===== config.mk =====
export PLATFORM = sky130hd
export DESIGN_NAME = tff_bank
export DESIGN_NICKNAME = d
export VERILOG_FILES = /design/src/rtl/tff_pkg.sv /design/src/rtl/tff_cell.sv /design/src/rtl/tff_bank.sv
export SDC_FILE = /design/constraint.sdc
export NUM_CORES = 1
export LEC_CHECK = 0
export ABC_AREA = 1
export BUFFER_PORTS_ARGS = -buffer_cell sky130_fd_sc_hd__buf_2
export CAP_MARGIN = 20
export CORE_MARGIN = 2
export CORE_UTILIZATION = 55
export CTS_BUF_LIST = sky130_fd_sc_hd__clkbuf_8
export DETAILED_ROUTE_END_ITERATION = 10
export GPL_TIMING_DRIVEN = 1
export PLACE_DENSITY = 0.81
export RECOVER_POWER = 50
export SYNTH_ARGS = -nofsm -noshare
export SYNTH_HDL_FRONTEND = slang
export SYNTH_SLANG_ARGS = --single-unit

===== constraint.sdc =====
create_clock -name clk -period 3.9 [get_ports clk]
set_input_delay 0.39 -clock clk [delete_from_list [all_inputs] [get_ports clk]]
set_output_delay 0.39 -clock clk [all_outputs]
set_load 0.02 [all_outputs]

===== src/rtl/tff_pkg.sv =====
// Shared definitions for the temporal flip-flop bank.
// Holds the default geometry, the per-edge operation encoding used by the
// cell's priority mux, and the max-count helper shared by RTL and bench.
package tff_pkg;

  localparam int unsigned TffBits     = 4;
  localparam int unsigned TffChannels = 4;

  // Operation selected on an edge, after clr > re > we priority is resolved.
  typedef enum logic [1:0] {
    OpHold,
    OpWrite,
    OpRead,
    OpClr
  } tff_op_e;

  // Largest duration a BITS-wide counter can store.
  function automatic int unsigned tff_max_count(int unsigned bits);
    return (32'd1 << bits) - 32'd1;
  endfunction

endpackage


===== src/rtl/tff_cell.sv =====
// One temporal flip-flop channel.
// Writing accumulates one count per sampled-high we edge; reading counts the
// stored value back down and raises out once the stored time has elapsed.
// Ports:
//   clk   - clock, all state changes on rising edge
//   rstb  - asynchronous active-low reset
//   we    - write enable (level, +1 per sampled-high edge)
//   re    - read enable (level, -1 per sampled-high edge, dominates we)
//   clr   - synchronous clear (highest priority)
//   out   - registered, high once stored time has elapsed during a read
//   empty - high when the count is zero
//   ovf   - registered sticky overflow flag
module tff_cell
  import tff_pkg::*;
#(
  parameter int unsigned BITS     = TffBits,
  parameter bit          SATURATE = 1'b1
) (
  input  logic clk,
  input  logic rstb,
  input  logic we,
  input  logic re,
  input  logic clr,
  output logic out,
  output logic empty,
  output logic ovf
);

  localparam logic [BITS-1:0] MaxCnt = BITS'(tff_max_count(BITS));
  localparam logic [BITS-1:0] One    = BITS'(1);

  tff_op_e         op;
  logic [BITS-1:0] cnt_q, cnt_d;
  logic            out_q, out_d;
  logic            ovf_q, ovf_d;

  always_comb begin
    if (clr) begin
      op = OpClr;
    end else if (re) begin
      op = OpRead;
    end else if (we) begin
      op = OpWrite;
    end else begin
      op = OpHold;
    end
  end

  always_comb begin
    cnt_d = cnt_q;
    out_d = 1'b0;
    ovf_d = ovf_q;
    unique case (op)
      OpClr: begin
        cnt_d = '0;
        ovf_d = 1'b0;
      end
      OpRead: begin
        // Elapsed once a read edge finds nothing left; count never underflows.
        out_d = (cnt_q == '0);
        if (cnt_q != '0) begin
          cnt_d = cnt_q - One;
        end
      end
      OpWrite: begin
        if (cnt_q != MaxCnt) begin
          cnt_d = cnt_q + One;
        end else begin
          ovf_d = 1'b1;
          cnt_d = SATURATE ? MaxCnt : '0;
        end
      end
      default: ;
    endcase
  end

  always_ff @(posedge clk or negedge rstb) begin
    if (!rstb) begin
      cnt_q <= '0;
      out_q <= 1'b0;
      ovf_q <= 1'b0;
    end else begin
      cnt_q <= cnt_d;
      out_q <= out_d;
      ovf_q <= ovf_d;
    end
  end

  assign out   = out_q;
  assign ovf   = ovf_q;
  assign empty = (cnt_q == '0);

endmodule


===== src/rtl/tff_bank.sv =====
// Bank of CHANNELS independent temporal flip-flops for the race-logic datapath.
// Channels share only clk and rstb.
// Ports:
//   clk   - clock
//   rstb  - asynchronous active-low reset
//   we    - per-channel write enable
//   re    - per-channel read enable
//   clr   - per-channel synchronous clear
//   out   - per-channel registered elapsed flag
//   empty - per-channel count-is-zero flag
//   ovf   - per-channel sticky overflow flag
module tff_bank
  import tff_pkg::*;
#(
  parameter int unsigned CHANNELS = TffChannels,
  parameter int unsigned BITS     = TffBits,
  parameter bit          SATURATE = 1'b1
) (
  input  logic                clk,
  input  logic                rstb,
  input  logic [CHANNELS-1:0] we,
  input  logic [CHANNELS-1:0] re,
  input  logic [CHANNELS-1:0] clr,
  output logic [CHANNELS-1:0] out,
  output logic [CHANNELS-1:0] empty,
  output logic [CHANNELS-1:0] ovf
);

  for (genvar i = 0; i < CHANNELS; i++) begin : g_ch
    tff_cell #(
      .BITS     (BITS),
      .SATURATE (SATURATE)
    ) u_cell (
      .clk   (clk),
      .rstb  (rstb),
      .we    (we[i]),
      .re    (re[i]),
      .clr   (clr[i]),
      .out   (out[i]),
      .empty (empty[i]),
      .ovf   (ovf[i])
    );
  end

endmodule


==> results_dict.tcl, run 1 <==
set metrics [dict create \
    status "finished, final reports clean" \
    final_nets 336 \
    viasPerCell 5.05 \
    grt_max_degree 25 \
    drtPass1Iterations 4 \
    netlist_area_um2 2070 \
    hpwl_um 2790 \
    setup_tns_ns 0 \
    syn_inst 283 \
    power_uw 911 \
    vdd_drop_max_v 0.000410 \
    avgSynthCellArea_um2 7.30 \
    grt_pass1_wl_um 6440 \
    synth_area_leaders "dfrtp_1 (29%), nand2_1 (15%), ha_1 (15%)" \
    io_pins 26 \
    ys_warn_count 0 \
    finalNonFillerCells 344 \
    synth_top_area_share_pct 29.1 \
    grt_pass1_vias 1599 \
    synth.largest_area_cell "dfrtp_1" \
    max_freq_mhz 529 \
    clock_path_buffers 2 \
    p_leak_uw 0.00120 \
    io_buffers 25 \
    initial_utilization_pct 56.9 \
    hold_viol_final 0 \
    async_flop_share_pct 100 \
    dpl.cell_count 340 \
    fin_skew_ns 0.00762 \
    syn_to_final_growth_pct 5.02 \
    end_kind "primary output" \
    crit_type "reg -> out" \
    final-setup-viol-count 0 \
    period_minus_slack_ns 1.89 \
    drive_above_1_share_pct 13.5 \
    seq_area_frac_synth_pct 29.1 \
    ctsHoldBuffers 0 \
    ant_nets 0 \
    start_kind "flip-flop" \
    tightest_slew_ns 1.25 \
    via_count 1737 \
    clkTransAtPathRegs_ns 0.08 \
    rsz0062_at_grt "false" \
    antenna_found_initial 0 \
    drc 0 \
    die_w_um 65.3 \
    die_area_um2 4260 \
    grt.total_usage_pct 18.9 \
    coreArea_um2 3630 \
    hp-class "in -> async" \
    drv_slew 0 \
    htreeDepth 1 \
    whs_ns 0.366 \
    arrival_ns 1.50 \
    critPathRequiredTime_ns 3.51 \
    clock-root-buffer "clkbuf_8" \
    synth.ff_latch_count 24 \
    wl_per_cell_um 10.5 \
    reg2reg_setup_slack_ns 2.37 \
    n_fill_cell 365 \
    synth_ff_type "dfrtp_1" \
    grt_overflow_total 0 \
    post-cts-setup-buffers 0 \
    rows 22 \
    synth.distinct_cells 28 \
    insertion_delay_ns 0.26 \
    ctsResizeCount 0 \
    synth-edff-count 0 \
    place.gp.congestion 0.888 \
    powerDensity_nw_per_um2 420 \
    cts.sinks 24 \
    drt_iter0_drc 123 \
    fin_crit_sh_pct 48.4 \
    max-slew-margin-rel_pct 16.4 \
    drv_cap 0 \
    yosys-top-cells-count "nand2_1 (85), inv_1 (39), nand3_1 (27)" \
    diodes 0 \
    cts_made_buffers 3 \
    yosysMostFrequentCell "nand2_1" \
    die_y_um 65.3 \
    cts_tree "yes" \
    cp_max_fo 6 \
    syn_nets 322 \
    finalWirelength_um 3610 \
]
==> critical path: stages (launching register included) <==
cell and delay [ns]:
dfrtp_1 0.45, inv_1 0.13, ha_1 0.19, clkinv_1 0.11
nor3_2 0.17, buf_2 0.20
==> logic make-up after synthesis <==
| kind of cell | Yosys count | share of synthesized area, % |
|---|---|---|
| flip-flops | 24 | 29.1 |
| buffers and inverters | 57 | 13.6 |
| AO/OA/AOI/OAI | 24 | 6.84 |
| adder cells (fa/ha/maj) | 25 | 15.1 |
| AND/OR/NAND/NOR | 153 | 35.4 |
==> per-stage QoR <==
step	utilization, %	area [um2]	worst slack (ns)
2_1_floorplan	-	2070	2.44
3_3_place_gp	58.5	2120	2.27
3_5_place_dp	58.5	2120	2.21
4_1_cts	60.0	2180	1.99
5_1_grt	59.7	2170	1.89
6_report	59.7	2170	2.01
==> flip-flops by register name (all words and copies together), names as in the netlist <==
register           flops
g_ch.u_cell.cnt_q     16
g_ch.u_cell.out        4
g_ch.u_cell.ovf        4
==> placed cells by master, fill, tap and decap left out, drive strengths merged <==
master  count
o211ai      5
nand3      27
dfrtp      24
buf        18
nor4        2
ha         25
nand3b      1
o21ai      12
nor2       14
a22oi       1
clkinv      1
a21oi       5
a21o        1
inv        40
nand2      92
nand4       7
clkbuf     11
nor3        4
and2        2
or2         4
==> cell type report <==
| type | count | area [um2] | area share (%) |
|---|---|---|---|
| timing repair buffer | 25 | 116 | 5.36 |
| clock buffer | 4 | 55.1 | 2.54 |
| inverter | 41 | 154 | 7.09 |
| sequential | 24 | 601 | 27.7 |
| multi-input combinational | 202 | 1180 | 54.6 |
| tap | 48 | 60.1 | 2.77 |
==> layer usage <==
layer | wire (um) | vias to the layer above | share of wire (%) | GRT usage [%]
met1 | 1680 | 781 | 46 | 22.7
li1 | - | 913 | - | -
met3 | 150 | 4 | 4.2 | 4.45
met4 | 13 | 0 | 0.36 | 4.17
met5 | 0 | - | 0 | 0
met2 | 1770 | 39 | 49 | 34.1
==> path summary, 6_finish.rpt <==
path,cells past startpoint,endpoint,start
worst max register to register,9,g_ch[2].u_cell.cnt_q[2]$_DFFE_PN0P_,g_ch[2].u_cell.cnt_q[0]$_DFFE_PN0P_
worst min-delay path,1,g_ch[1].u_cell.ovf$_DFFE_PN0P_,rstb
worst min register to register,2,g_ch[1].u_cell.ovf$_DFFE_PN0P_,g_ch[1].u_cell.ovf$_DFFE_PN0P_
min in group clk,2,g_ch[1].u_cell.ovf$_DFFE_PN0P_,g_ch[1].u_cell.ovf$_DFFE_PN0P_
worst max-delay path,5,empty[2],g_ch[2].u_cell.cnt_q[0]$_DFFE_PN0P_
max in group asynchronous,1,g_ch[3].u_cell.ovf$_DFFE_PN0P_,rstb
==> report_power, final <==
| part | internal (uW) | switching [uW] |
|---|---|---|
| Combinational | 148 | 240 |
| Sequential | 289 | 69.9 |
| Clock | 90.0 | 75.1 |
Note: power is estimated with default switching activity, not from simulation.
==> run 2, diff against run 1 <==
clock period = 1.8 ns   (was 3.9 ns; I/O delays follow)
==> run 2 against run 1 <==
- non-clock buffer count is 1 higher
- hold slack gained 0.013 ns
- register-to-register slack got worse by 2.0 ns
- critical path type unchanged
- critical endpoint unchanged
- largest cell class unchanged
- largest power group unchanged
==> results_dict.tcl, run 2 (synthesis gave the netlist of run 1 again) <==
set metrics [dict create \
    status "finished, final reports clean" \
    critPathRequiredTime_ns 1.62 \
    finish.instance_area_um2 2180 \
    place.gp.congestion 0.928 \
    cp-endpoint "empty[2]" \
    r2r_cells 9 \
    worstHoldPathCells 6 \
    clock_path_buffers 2 \
    final-setup-viol-count 0 \
    via_count 1766 \
    critical-path-max-stage-delay_ns 0.44 \
    antenna_found_initial 0 \
    final_common_cell "nand2_1" \
    end_kind "primary output" \
    rows 22 \
    hpwl_um 2910 \
    pwr-share-comb_pct 42.9 \
    vdd_drop_max_v 0.000627 \
    final_cell_mix "nand2_1 (85), inv_1 (39), nand3_1 (27)" \
    p_leak_uw 0.00120 \
    regMostFlops "g_ch.u_cell.cnt_q" \
    p_sw_uw 831 \
    drive_above_1_share_pct 13.5 \
    finalWirelength_um 3620 \
    cp_max_fo 6 \
    crit_type "reg -> out" \
    viasPerCell 5.12 \
    fin_skew_ns 0.00167 \
    reg2reg_setup_slack_ns 0.34 \
    insertion_delay_ns 0.26 \
    drtPass1Iterations 4 \
    htreeDepth 1 \
    die_y_um 65.3 \
    grt.total_usage_pct 18.2 \
    start_kind "flip-flop" \
    fin_ws_ns 0.184 \
    placed_area_um2 2120 \
    io_pins 26 \
    drc 0 \
    ctsResizeCount 0 \
    clkTransAtPathRegs_ns 0.08 \
    drt_iter0_drc 105 \
    cts.sinks 24 \
    clock-root-buffer "clkbuf_8" \
    max_freq_mhz 619 \
    fin_crit_sh_pct 89.8 \
    wl_per_cell_um 10.5 \
    die_w_um 65.3 \
    crit_start "g_ch[2].u_cell.cnt_q[0]$_DFFE_PN0P_" \
    max-slew-margin-rel_pct 16.9 \
    p_int_uw 1140 \
    ant_nets 0 \
    drv_cap 0 \
    period_minus_slack_ns 1.62 \
    pwr-share-seq_pct 39.3 \
    syn_to_final_growth_pct 5.51 \
    hold_viol_final 0 \
    n_fill_cell 368 \
    initial_utilization_pct 56.9 \
    tightest_slew_ns 1.25 \
    p_clk_share_pct 17.9 \
    power_uw 1970 \
    die_area_um2 4260 \
    rr_startpoint "g_ch[1].u_cell.cnt_q[0]$_DFFE_PN0P_" \
    pre_cts_slack_ns 0.292 \
    grt_pass1_wl_um 6280 \
    grt_overflow_total 0 \
    hp-class "in -> reg" \
    r2r-end "g_ch[1].u_cell.cnt_q[1]$_DFFE_PN0P_" \
    setup_tns_ns 0 \
    arrival_ns 1.44 \
    final_nets 337 \
    coreArea_um2 3630 \
    grt_max_degree 25 \
    diodes 0 \
    sw_frac_of_total_pct 42.1 \
    powerDensity_nw_per_um2 905 \
    cts_made_buffers 3 \
    final_core_util_pct 60.0 \
    path_cells "inv_1, ha_1, clkinv_1, nor3_2, buf_2" \
    largest_register_ff_count 16 \
    grt_pass1_vias 1568 \
    cts_tree "yes" \
    io_buffers 25 \
    rsz0062_at_grt "false" \
    cp_slowest_cell "dfrtp_1" \
    drv_slew 0 \
]
run 2: changes by cell type in the layout (fill, tap and decap cells not counted), sizes merged:
cell	delta
dlygate4sd3	+1
run 2: how the worst min path moves through the flow:
stage / startpoint / end / slack, ns
2_1_floorplan: rstb / g_ch[0].u_cell.cnt_q[0]$_DFFE_PN0P_ / -0.12
3_3_place_gp: rstb / g_ch[1].u_cell.out$_DFF_PN0_ / 0.20
3_5_place_dp: rstb / g_ch[1].u_cell.ovf$_DFFE_PN0P_ / 0.19
4_1_cts: clr[3] / g_ch[3].u_cell.cnt_q[2]$_DFFE_PN0P_ / 0.37
5_1_grt: clr[3] / g_ch[3].u_cell.cnt_q[3]$_DFFE_PN0P_ / 0.40
6_report: clr[3] / g_ch[3].u_cell.cnt_q[2]$_DFFE_PN0P_ / 0.38
run 2: critical path, delay by kind of cell, from the launching register on:
| family | cells | cell delay, ns |
|---|---|---|
| adders and majority gates | 1 | 0.19 |
| buffers and inverters | 3 | 0.41 |
| DFF | 1 | 0.44 |
| and+or+nand+nor | 1 | 0.15 |
run 2: routing by layer:
layer | track usage, % | up-vias | routed length (um)
met2 | 34.1 | 32 | 1820
met3 | 3.77 | 4 | 138
met4 | 2.86 | 0 | 25
li1 | - | 917 | -
met1 | 21.7 | 813 | 1640
met5 | 0 | - | 0
run 2: what timing repair did:
action | CTS | global route
setup buffers | 0 | 0
hold buffers | 1 | 0
hold endpoints to repair | 24 | 0
run 2: power by group through the flow:
stage	clock [uW]	combinational (uW)	sequential [uW]
after floorplan	0	808	719
after global placement	0	831	780
after detailed placement	0	851	783
after CTS	368	856	770
after global routing	382	962	791
final	352	845	775
run 2: cell type report:
class	instances	area (um2)	share of cell area, %
clock buffers	4	55.1	2.52
inverters	41	154	7.06
multi-input cells	202	1180	54.3
flip-flops and latches	24	601	27.5
well taps	48	60.1	2.75
repair buffers	26	126	5.79
run 2: per-stage QoR:
| step | std cells | hold slack [ns] |
|---|---|---|
| 2_1_floorplan | 283 | -0.116 |
| 3_5_place_dp | 340 | 0.194 |
| 6_report | 345 | 0.379 |
| 3_3_place_gp | 340 | 0.205 |
| 4_1_cts | 345 | 0.374 |
| 5_1_grt | 345 | 0.400 |
==> run 3, diff against run 2 <==
CORE_UTILIZATION = 34   (was 55)
PLACE_DENSITY = 0.57   (was 0.81)
==> run 3 against run 2 <==
- critical path depth stayed put
- cell area rose by 2.9%
- maximum frequency down 2.5%
- largest power group unchanged
- sequential power is 0.5% higher
- register-to-register slack hardly changed
- critical path type unchanged
- hold slack worse by 0.015 ns
- global-route usage decreased by 5.8 points
==> results_dict.tcl, run 3 (synthesis gave the netlist of run 1 again) <==
set metrics [dict create \
    status "finished, final reports clean" \
    syn_to_final_growth_pct 8.54 \
    drt_iter0_drc 55 \
    cts_tree "yes" \
    drtPass1Iterations 4 \
    diodes 0 \
    final_common_cell "nand2_1" \
    regArea_um2 602 \
    p_leak_uw 0.00121 \
    arrival_ns 1.48 \
    place.gp.congestion 0.792 \
    fin_skew_ns 0.000762 \
    ant_nets 0 \
    critical-path-max-stage-delay_ns 0.45 \
    cp_max_fo 6 \
    die_y_um 82.0 \
    period_minus_slack_ns 1.66 \
    die_area_um2 6720 \
    end_kind "primary output" \
    final_cell_mix "nand2_1 (85), inv_1 (39), nand3_1 (27)" \
    initial_utilization_pct 35.1 \
    start_kind "flip-flop" \
    drive_above_1_share_pct 14.5 \
    powerDensity_nw_per_um2 948 \
    die_w_um 82.0 \
    drc 0 \
    regMostFlops "g_ch.u_cell.cnt_q" \
    cp_slowest_cell "dfrtp_2" \
    clkTransAtPathRegs_ns 0.09 \
    rsz0062_at_grt "false" \
    fin_crit_sh_pct 92.0 \
    max-slew-margin-rel_pct 58.4 \
    viasPerCell 4.64 \
    post-cts-setup-buffers 0 \
    tightest_slew_ns 0.624 \
    multi_input_area_um2 1190 \
    max_freq_mhz 604 \
    clock-root-buffer "clkbuf_8" \
    drv_slew 0 \
    wl_per_cell_um 10.3 \
    critPathRequiredTime_ns 1.62 \
    antenna_found_initial 0 \
    power_uw 2130 \
    grt_max_degree 25 \
    setup_tns_ns 0 \
    whs_ns 0.364 \
    clock_path_buffers 2 \
    cts_made_buffers 3 \
    rows 28 \
    insertion_delay_ns 0.27 \
    via_count 1727 \
    crit_type "reg -> out" \
    grt_pass1_wl_um 6530 \
    hpwl_um 2970 \
    final-setup-viol-count 0 \
    largest_register_ff_count 16 \
    cts.sinks 24 \
    finalWirelength_um 3820 \
    hold_viol_final 0 \
    io_buffers 25 \
    grt_overflow_total 0 \
    coreArea_um2 5890 \
    grt_pass1_vias 1489 \
    vdd_drop_max_v 0.000318 \
    htreeDepth 1 \
    hp-class "in -> reg" \
    n_fill_cell 633 \
    drv_cap 0 \
    final_nets 337 \
    path_cells "inv_1, ha_1, clkinv_1, nor3_4, buf_4" \
    grt.total_usage_pct 12.4 \
    io_pins 26 \
]
run 3: cell count changes in the layout (fill, tap and decap cells not counted):
| cell | change |
|---|---|
| clkbuf_2 | +1 |
| buf_4 | +1 |
| clkbuf_1 | -2 |
| clkbuf_8 | -1 |
| bufinv_16 | +1 |
| nor3_4 | +1 |
| dfrtp_2 | +1 |
| nor3_2 | -1 |
| dfrtp_1 | -1 |
run 3: layout make-up:
class	instances	share of cell area, %
Tap cell	75	4.18
Clock inverter	1	1.34
Inverter	41	6.86
Timing Repair Buffer	26	5.86
Multi-Input combinational cell	202	53.1
Clock buffer	3	1.84
Sequential cell	24	26.8
run 3: critical path, delay by kind of cell, from the launching register on:
family	cells	cell delay, ns
flip-flops	1	0.45
AND/OR/NAND/NOR	1	0.17
buffers and inverters	3	0.40
adder cells (fa/ha/maj)	1	0.19
run 3: per-layer routing:
layer,share of wire (%),GRT usage [%],up-vias
li1,-,-,918
met1,50,17.2,781
met2,46,20.1,26
met3,3.1,1.76,2
met4,0.39,3.50,0
met5,0,0,-
run 3: path summary, 6_finish.rpt:
kind | cells past startpoint | slack, ns | startpoint | end
hold reg to reg | 2 | 0.50 | g_ch[3].u_cell.ovf$_DFFE_PN0P_ | g_ch[3].u_cell.ovf$_DFFE_PN0P_
min in group asynchronous | 2 | 0.45 | rstb | g_ch[1].u_cell.out$_DFF_PN0_
max in group asynchronous | 2 | 0.91 | rstb | g_ch[2].u_cell.cnt_q[0]$_DFFE_PN0P_
hold / removal | 6 | 0.36 | clr[2] | g_ch[2].u_cell.cnt_q[2]$_DFFE_PN0P_
setup reg to reg | 9 | 0.33 | g_ch[2].u_cell.cnt_q[0]$_DFFE_PN0P_ | g_ch[2].u_cell.cnt_q[3]$_DFFE_PN0P_
setup / recovery | 5 | 0.14 | g_ch[2].u_cell.cnt_q[0]$_DFFE_PN0P_ | empty[2]
run 3: through the flow:
stage               std cells  cell area, um2  util, %  worst slack [ns]
floorplan                 283            2070        -             0.475
global placement          367            2160     36.7             0.305
detailed placement        367            2160     36.7             0.299
CTS                       372            2240     38.1            0.0713
global route              372            2240     38.1           0.00423
finish                    372            2240     38.1             0.143
run 3: where the power goes:
group	switching [uW]	leakage [uW]	internal, uW	total [uW]
sequential	153	0.000323	626	779
combinational	527	0.000855	337	864
clock	187	0.0000357	297	485
run 3: repair_timing:
action | 4_1_cts | 5_1_grt
hold endpoints to repair | 24 | 0
hold buffers | 1 | 0
setup endpoints to repair | 0 | 1
resized for setup | 0 | 3
